## config.mk

```make
export PLATFORM = sky130hd
export DESIGN_NAME = output_sched
export DESIGN_NICKNAME = d
export VERILOG_FILES = /design/src/rtl/output_sched_pkg.sv /design/src/rtl/output_sched_out_skid.sv /design/src/rtl/output_sched.sv
export SDC_FILE = /design/constraint.sdc
export NUM_CORES = 1
export LEC_CHECK = 0
export CAP_MARGIN = 40
export CORE_MARGIN = 1.5
export CORE_UTILIZATION = 49
export DETAILED_ROUTE_END_ITERATION = 8
export HOLD_SLACK_MARGIN = 0.06
export PLACE_DENSITY = 0.78
export SYNTH_ARGS = -nofsm -noshare
export SYNTH_HDL_FRONTEND = slang
export SYNTH_SLANG_ARGS = --single-unit
```

## constraint.sdc

```tcl
create_clock -name clk -period 3 [get_ports clk]
set_input_delay 0.45 -clock clk [delete_from_list [all_inputs] [get_ports clk]]
set_output_delay 0.45 -clock clk [all_outputs]
set_load 0.02 [all_outputs]
```

## src/rtl/output_sched_pkg.sv

```systemverilog
// Shared types and defaults for the per-output-port frame scheduler.
package output_sched_pkg;

   localparam int unsigned PORT_NUB_TOTAL = 4;
   localparam int unsigned WIDTH_DATA_DEF = 64;
   localparam int unsigned WIDTH_ADDR_DEF = 10;
   localparam int unsigned WIDTH_LEN_DEF  = 6;

   typedef enum logic [1:0] {
      ST_IDLE,
      ST_DESC,
      ST_READ,
      ST_DRAIN
   } sched_state_t;

   typedef logic [1:0] skid_cnt_t;

   // Skid slots that will be occupied once everything in flight lands,
   // crediting a word leaving this cycle so back-to-back reads keep flowing.
   function automatic logic [2:0] skid_occupancy(input skid_cnt_t count,
                                                 input logic      inflight,
                                                 input logic      pop);
      return 3'(count) + 3'(inflight) - 3'(pop);
   endfunction

endpackage

```

## src/rtl/output_sched_out_skid.sv

```systemverilog
// 2-entry FIFO that absorbs the 1-cycle cache read latency against data_ready.
module out_skid
   import output_sched_pkg::*;
#(
   parameter int unsigned WIDTH = 66
) (
   input  logic             clk,
   input  logic             rst_n,
   input  logic             i_push,
   input  logic [WIDTH-1:0] i_data,
   input  logic             i_pop,
   output logic             o_valid,
   output logic [WIDTH-1:0] o_data,
   output skid_cnt_t        o_count
);

   logic [WIDTH-1:0] r_mem [2];
   logic             r_wr_ptr;
   logic             r_rd_ptr;
   skid_cnt_t        r_count;
   logic             w_pop;

   assign w_pop   = i_pop & (r_count != '0);
   assign o_valid = (r_count != '0);
   assign o_data  = r_mem[r_rd_ptr];
   assign o_count = r_count;

   // Storage, pointers and occupancy count.
   always_ff @(posedge clk or negedge rst_n) begin
      if (!rst_n) begin
         r_mem[0] <= '0;
         r_mem[1] <= '0;
         r_wr_ptr <= 1'b0;
         r_rd_ptr <= 1'b0;
         r_count  <= '0;
      end else begin
         if (i_push) begin
            r_mem[r_wr_ptr] <= i_data;
            r_wr_ptr        <= ~r_wr_ptr;
         end
         if (w_pop) begin
            r_rd_ptr <= ~r_rd_ptr;
         end
         r_count <= r_count + skid_cnt_t'(i_push) - skid_cnt_t'(w_pop);
      end
   end

endmodule

```

## src/rtl/output_sched.sv

```systemverilog
// Per-output-port frame scheduler: grant -> descriptor -> cache reads -> stream -> free.
module output_sched
   import output_sched_pkg::*;
#(
   parameter  int unsigned NUB        = 0,
   parameter  int unsigned PORT_NUB   = PORT_NUB_TOTAL,
   parameter  int unsigned WIDTH_DATA = WIDTH_DATA_DEF,
   parameter  int unsigned WIDTH_ADDR = WIDTH_ADDR_DEF,
   parameter  int unsigned WIDTH_LEN  = WIDTH_LEN_DEF,
   localparam int unsigned WIDTH_SEL  = (PORT_NUB > 1) ? $clog2(PORT_NUB) : 1
) (
   input  logic                  clk,
   input  logic                  rst_n,
   input  logic [WIDTH_SEL-1:0]  grant_port,
   input  logic                  grant_valid,
   output logic                  wrr_en,
   output logic [PORT_NUB-1:0]   desc_rd,
   input  logic                  desc_valid,
   input  logic [WIDTH_ADDR-1:0] desc_addr,
   input  logic [WIDTH_LEN-1:0]  desc_len,
   output logic                  cache_rd_en,
   output logic [WIDTH_ADDR-1:0] cache_rd_addr,
   input  logic [WIDTH_DATA-1:0] cache_rd_data,
   output logic [WIDTH_DATA-1:0] data_out,
   output logic                  data_valid,
   output logic                  data_sop,
   output logic                  data_eop,
   input  logic                  data_ready,
   output logic                  free_valid,
   output logic [WIDTH_ADDR-1:0] free_addr,
   output logic [WIDTH_LEN-1:0]  free_len
);

   sched_state_t          r_state;
   sched_state_t          w_state_nxt;
   logic [WIDTH_ADDR-1:0] r_addr;
   logic [WIDTH_ADDR-1:0] r_start;
   logic [WIDTH_LEN-1:0]  r_len;
   logic [WIDTH_LEN-1:0]  r_issued;
   logic [WIDTH_LEN-1:0]  w_issued_inc;
   logic                  r_inflight;
   logic                  r_inf_sop;
   logic                  r_inf_eop;
   logic                  r_free_valid;
   logic [WIDTH_ADDR-1:0] r_free_addr;
   logic [WIDTH_LEN-1:0]  r_free_len;
   logic                  w_pop;
   logic                  w_sk_valid;
   logic [WIDTH_DATA+1:0] w_sk_word;
   skid_cnt_t             w_sk_count;
   logic [2:0]            w_occ;
   logic                  w_self_grant;

   assign w_issued_inc  = r_issued + WIDTH_LEN'(1);
   assign w_pop         = w_sk_valid & data_ready;
   assign w_occ         = skid_occupancy(w_sk_count, r_inflight, w_pop);
   // The arbiter never grants our own port; treat one as noise rather than pop a queue.
   assign w_self_grant  = (grant_port == WIDTH_SEL'(NUB));

   assign cache_rd_addr = r_addr;
   assign data_valid    = w_sk_valid;
   assign data_sop      = w_sk_word[WIDTH_DATA+1];
   assign data_eop      = w_sk_word[WIDTH_DATA];
   assign data_out      = w_sk_word[WIDTH_DATA-1:0];
   assign free_valid    = r_free_valid;
   assign free_addr     = r_free_addr;
   assign free_len      = r_free_len;

   // State register.
   always_ff @(posedge clk or negedge rst_n) begin
      if (!rst_n) begin
         r_state <= ST_IDLE;
      end else begin
         r_state <= w_state_nxt;
      end
   end

   // Next-state and strobe outputs.
   always_comb begin
      w_state_nxt = r_state;
      wrr_en      = 1'b0;
      desc_rd     = '0;
      cache_rd_en = 1'b0;
      case (r_state)
         ST_IDLE: begin
            // r_free_valid high means the previous frame is releasing this cycle.
            if (grant_valid && !r_free_valid && !w_self_grant) begin
               wrr_en              = 1'b1;
               desc_rd[grant_port] = 1'b1;
               w_state_nxt         = ST_DESC;
            end
         end
         ST_DESC: begin
            if (desc_valid) begin
               w_state_nxt = (desc_len == '0) ? ST_IDLE : ST_READ;
            end
         end
         ST_READ: begin
            if (w_occ < 3'd2) begin
               cache_rd_en = 1'b1;
               if (w_issued_inc == r_len) begin
                  w_state_nxt = ST_DRAIN;
               end
            end
         end
         ST_DRAIN: begin
            if (w_pop && data_eop) begin
               w_state_nxt = ST_IDLE;
            end
         end
         default: w_state_nxt = ST_IDLE;
      endcase
   end

   // Descriptor latch, read address/count, in-flight tag and free-return register.
   always_ff @(posedge clk or negedge rst_n) begin
      if (!rst_n) begin
         r_addr       <= '0;
         r_start      <= '0;
         r_len        <= '0;
         r_issued     <= '0;
         r_inflight   <= 1'b0;
         r_inf_sop    <= 1'b0;
         r_inf_eop    <= 1'b0;
         r_free_valid <= 1'b0;
         r_free_addr  <= '0;
         r_free_len   <= '0;
      end else begin
         r_free_valid <= 1'b0;
         r_inflight   <= cache_rd_en;
         r_inf_sop    <= (r_issued == '0);
         r_inf_eop    <= (w_issued_inc == r_len);
         if (r_state == ST_DESC && desc_valid) begin
            r_addr   <= desc_addr;
            r_start  <= desc_addr;
            r_len    <= desc_len;
            r_issued <= '0;
         end
         if (cache_rd_en) begin
            r_addr   <= r_addr + WIDTH_ADDR'(1);
            r_issued <= w_issued_inc;
         end
         if (r_state == ST_DRAIN && w_pop && data_eop) begin
            r_free_valid <= 1'b1;
            r_free_addr  <= r_start;
            r_free_len   <= r_len;
         end
      end
   end

   out_skid #(
      .WIDTH(WIDTH_DATA + 2)
   ) u_skid (
      .clk     (clk),
      .rst_n   (rst_n),
      .i_push  (r_inflight),
      .i_data  ({r_inf_sop, r_inf_eop, cache_rd_data}),
      .i_pop   (w_pop),
      .o_valid (w_sk_valid),
      .o_data  (w_sk_word),
      .o_count (w_sk_count)
   );

endmodule

```

==> impl_summary.log <==
INFO  metric outcome = finished clean
INFO  metric vias_per_cell = 5.378
INFO  metric p_leak = 4.813 nW
INFO  metric number_of_global_route_vias_before_repair = 6242
INFO  metric timing.critical_path.required = 2.55 ns
INFO  metric dieArea = 17930 um^2
INFO  metric placementRows = 47
INFO  metric route.antenna.remaining_nets = 0
INFO  metric detailedRoute.firstPassIterationCount = 4
INFO  metric worstSetupPathType = reg -> out
INFO  metric hold_start = r_start[8]
INFO  metric setup-violations-final = 0
INFO  metric ys_seq_area_share = 56.64%
INFO  metric final_cycle_share = 97.22%
INFO  metric postSynthAreaPerCell = 13.30 um^2
INFO  metric dp_cells = 1019
INFO  metric grt_first_pass_wirelength = 31420 um
INFO  metric unrepaired_setup_endpoints_after_global_routing = yes
INFO  metric drc = 0
INFO  metric ys_seq_elements = 190
INFO  metric worst_margin_pin_slew = 0.7919 ns
INFO  metric regToRegStartpoint = u_skid.o_count[0]
INFO  metric min_to = r_start[8]
INFO  metric clock_tree_root_driver_cell = clkbuf_16
INFO  metric multi_input_area = 3463 um^2
INFO  metric vdd.ir_drop.worst = 0.6265 mV
INFO  metric timing_hold_violations_final = 0
INFO  metric post_route_non_filler_standard_cell_count = 1052
INFO  metric hold-path-cell-count = 2
INFO  metric synth_flop_cell = dfrtp_1
INFO  metric timing.critical_path.arrival = 2.47 ns
INFO  metric die_height = 133.9 um
INFO  metric post_synth_instance_area = 8394 um^2
INFO  metric n_antenna_cell = 0
INFO  metric dpl_cell_area = 10550 um^2
INFO  metric finalMaxSlewViolations = 0
INFO  metric worstSetupEndpointType = output pin
INFO  metric area_of_all_placed_cells_without_fillers = 11150 um^2
INFO  metric htree_levels = 4
INFO  metric gr-total-overflow = 0
INFO  metric synth-warning-count = 0
INFO  metric ios = 187
INFO  metric max_slew_margin = 47.02%
INFO  metric reg2reg_depth = 11
INFO  metric floorplan.die.width = 133.9 um
INFO  metric design.core.area = 16640 um^2
INFO  metric worstHoldPathType = reg -> reg
INFO  metric timing.reg2reg.setup_slack = 0.29 ns
INFO  metric start_util = 50.44%
INFO  metric crit-reg2reg-capture = cache_rd_addr[8]
INFO  metric via_count = 5658
INFO  metric max-cap-violations = 0
INFO  metric post_synth_num_cell_types = 50
INFO  metric worst_skew_pair.late_latency = 0.43 ns
INFO  metric numPortBuffers = 185
INFO  metric clkTransAtPathRegs = 0.07 ns
INFO  metric area.sequential = 4756 um^2
INFO  metric cts_tree = done
INFO  metric finalClockSkew = 0.009179 ns
INFO  metric postSynth.asyncResetShare = 100.0%
INFO  metric post_syn_nets = 725
INFO  metric final_net_count = 913
INFO  metric global_placement_routability_congestion = 0.8236
INFO  metric cts_sinks = 190
INFO  metric detail_route.iter0.violations = 279
INFO  metric clock.fmax = 0.3429 GHz
INFO  metric fin_hold_ws = 0.4795 ns
INFO  metric detailed_place_hpwl = 13270 um
INFO  metric clk_path_buf_depth = 2
INFO  metric area_delta_synth_final = 32.82%
INFO  metric layout-drive-gt1-share = 33.17%
INFO  metric detail_route.wl_per_cell = 18.00 um
INFO  metric filler_cell_count = 1195
INFO  metric cts_inserted_buffers = 17
INFO  metric antenna_violations_before_repair = 0
INFO  metric worst_setup_path_start_kind = flip-flop
INFO  metric synth-edff-count = 0
INFO  metric postSynthCellCount = 631
INFO  metric routed_wl = 18940 um
INFO  metric largest_net_degree_at_the_start_of_global_routing = 68
INFO  metric cp_max_fo = 3
INFO  metric groute.usage.overall = 22.27%
INFO  metric pd_cells = 1186 nW/um^2
INFO  metric period_needed = 2.917 ns
cell type report:
cell class	count	share of cell area (%)
multi-input cells	395	31.06
inverters	12	0.4040
repair buffers	203	18.28
clock inverters	13	1.156
flip-flops and latches	190	42.66
clock buffers	19	3.973
well taps	220	2.469
power by group:
| part | total, mW | switching [mW] | internal [mW] |
|---|---|---|---|
| registers | 4.62 | 0.800 | 3.82 |
| clock network | 2.17 | 0.984 | 1.19 |
| logic | 6.43 | 2.91 | 3.53 |
timing repair:
item,4_1_cts,5_1_grt
endpoints found under the hold margin,40,0
resized for setup,5,3
setup buffers,0,0
hold buffers,1,0
pin swaps,0,2
endpoints found under the setup margin,1,1
routing by layer:
layer  global-route usage (%)  routed length (um)
met5                        0                   0
met4                    9.058                 501
met3                    5.480                1176
met2                    38.26                9517
met1                    26.94                7745
layout by cell type (no fill, tap or decap), types with 2 or more instances in the layout:
cell               n
inv_1             11
buf_12             4
nor2_1            16
nor3_1             4
and2_1             3
nor2b_1            2
nand2b_1           2
nand3_1            9
a211oi_1           2
buf_4             14
clkdlybuf4s50_1  183
clkinv_2           3
clkinv_4           3
o31ai_1            3
dfrtp_1          189
inv_8              2
nand3_2            2
xnor2_1            6
mux2_2           213
a31oi_1            2
nand2_1           64
inv_6              4
o211ai_1           2
or2_2              2
a21oi_1            7
and3_1             4
o21ai_0           15
clkbuf_16         17
o311ai_0           3
xor2_1             5
ha_1               6
through the flow:
stage               TNS (ns)  setup WS (ns)  util [%]  power, mW
floorplan                  0         0.2905         -      8.333
global placement     -0.7863        -0.3678     63.38      10.75
detailed placement    -1.302        -0.4007     63.38      11.05
CTS                        0        0.01383     66.94      13.32
global route        -0.03087       -0.03087     67.00      13.98
finish                     0        0.08348     67.00      13.22
cells by family (layout without fill, tap and decap cells):
family	Yosys count	count (layout)	share of synthesized area [%]
adders and majority gates	7	7	1.133
buffers and inverters	46	247	2.489
xor gates and xnor gates	11	11	1.148
muxes	214	214	28.69
DFF	190	190	56.64
and+or+nand+nor	121	121	6.767
other	1	1	0.04467
AOI/OAI and AO/OA	41	41	3.085
worst max-delay path, cell delays in order (launching register included):
cell	delay [ns]
dfrtp_1	0.40
o21ai_2	0.16
inv_1	0.06
ha_1	0.26
nand2b_1	0.16
fa_2	0.35
xor2_1	0.24
nand4bb_4	0.21
inv_2	0.06
buf_4	0.15
flip-flops by register name (all words and copies together), names as in the netlist, named ones only:
register,cells
r_inf_sop,1
r_start,10
u_skid.r_wr_ptr,1
cache_rd_addr,10
free_valid,1
u_skid.r_mem,132
r_issued,6
r_state,1
free_len,6
r_len,6
u_skid.r_rd_ptr,1
r_inflight,1
r_inf_eop,1
free_addr,10
u_skid.o_count,2
cells in the mapped netlist, types with 2 or more instances:
cell type	count	area, um^2
clkbuf_1	8	30.03
a21oi_1	7	35.03
nand3_1	9	45.04
o31ai_1	3	22.52
buf_4	4	30.03
nor2_1	16	60.06
xnor2_1	6	52.55
dfrtp_1	190	4755
xor2_1	5	43.79
inv_1	11	41.29
o21ai_0	15	75.07
nor2b_1	3	18.77
buf_1	5	18.77
a211oi_1	2	15.01
nand2b_1	2	12.51
o311ai_0	3	26.28
or2_2	2	12.51
and3_1	4	25.02
nand2_1	65	244.0
nor3_1	4	20.02
nand3_2	2	20.02
buf_2	16	80.08
ha_1	6	75.07
a31oi_1	2	12.51
mux2_2	213	2399
o211ai_1	2	15.01
and2_1	3	18.77
how the worst max path moves through the flow:
| stage | startpoint | to | cells past startpoint |
|---|---|---|---|
| 6_report | u_skid.o_count[0] | cache_rd_en | 9 |
| 5_1_grt | u_skid.o_count[0] | cache_rd_en | 9 |
| 4_1_cts | u_skid.o_count[0] | cache_rd_en | 9 |
| 3_5_place_dp | data_ready | cache_rd_en | 10 |
| 3_3_place_gp | data_ready | cache_rd_en | 10 |
| 2_1_floorplan | u_skid.o_count[1] | cache_rd_en | 9 |
Power figures use the tool's default switching activity.
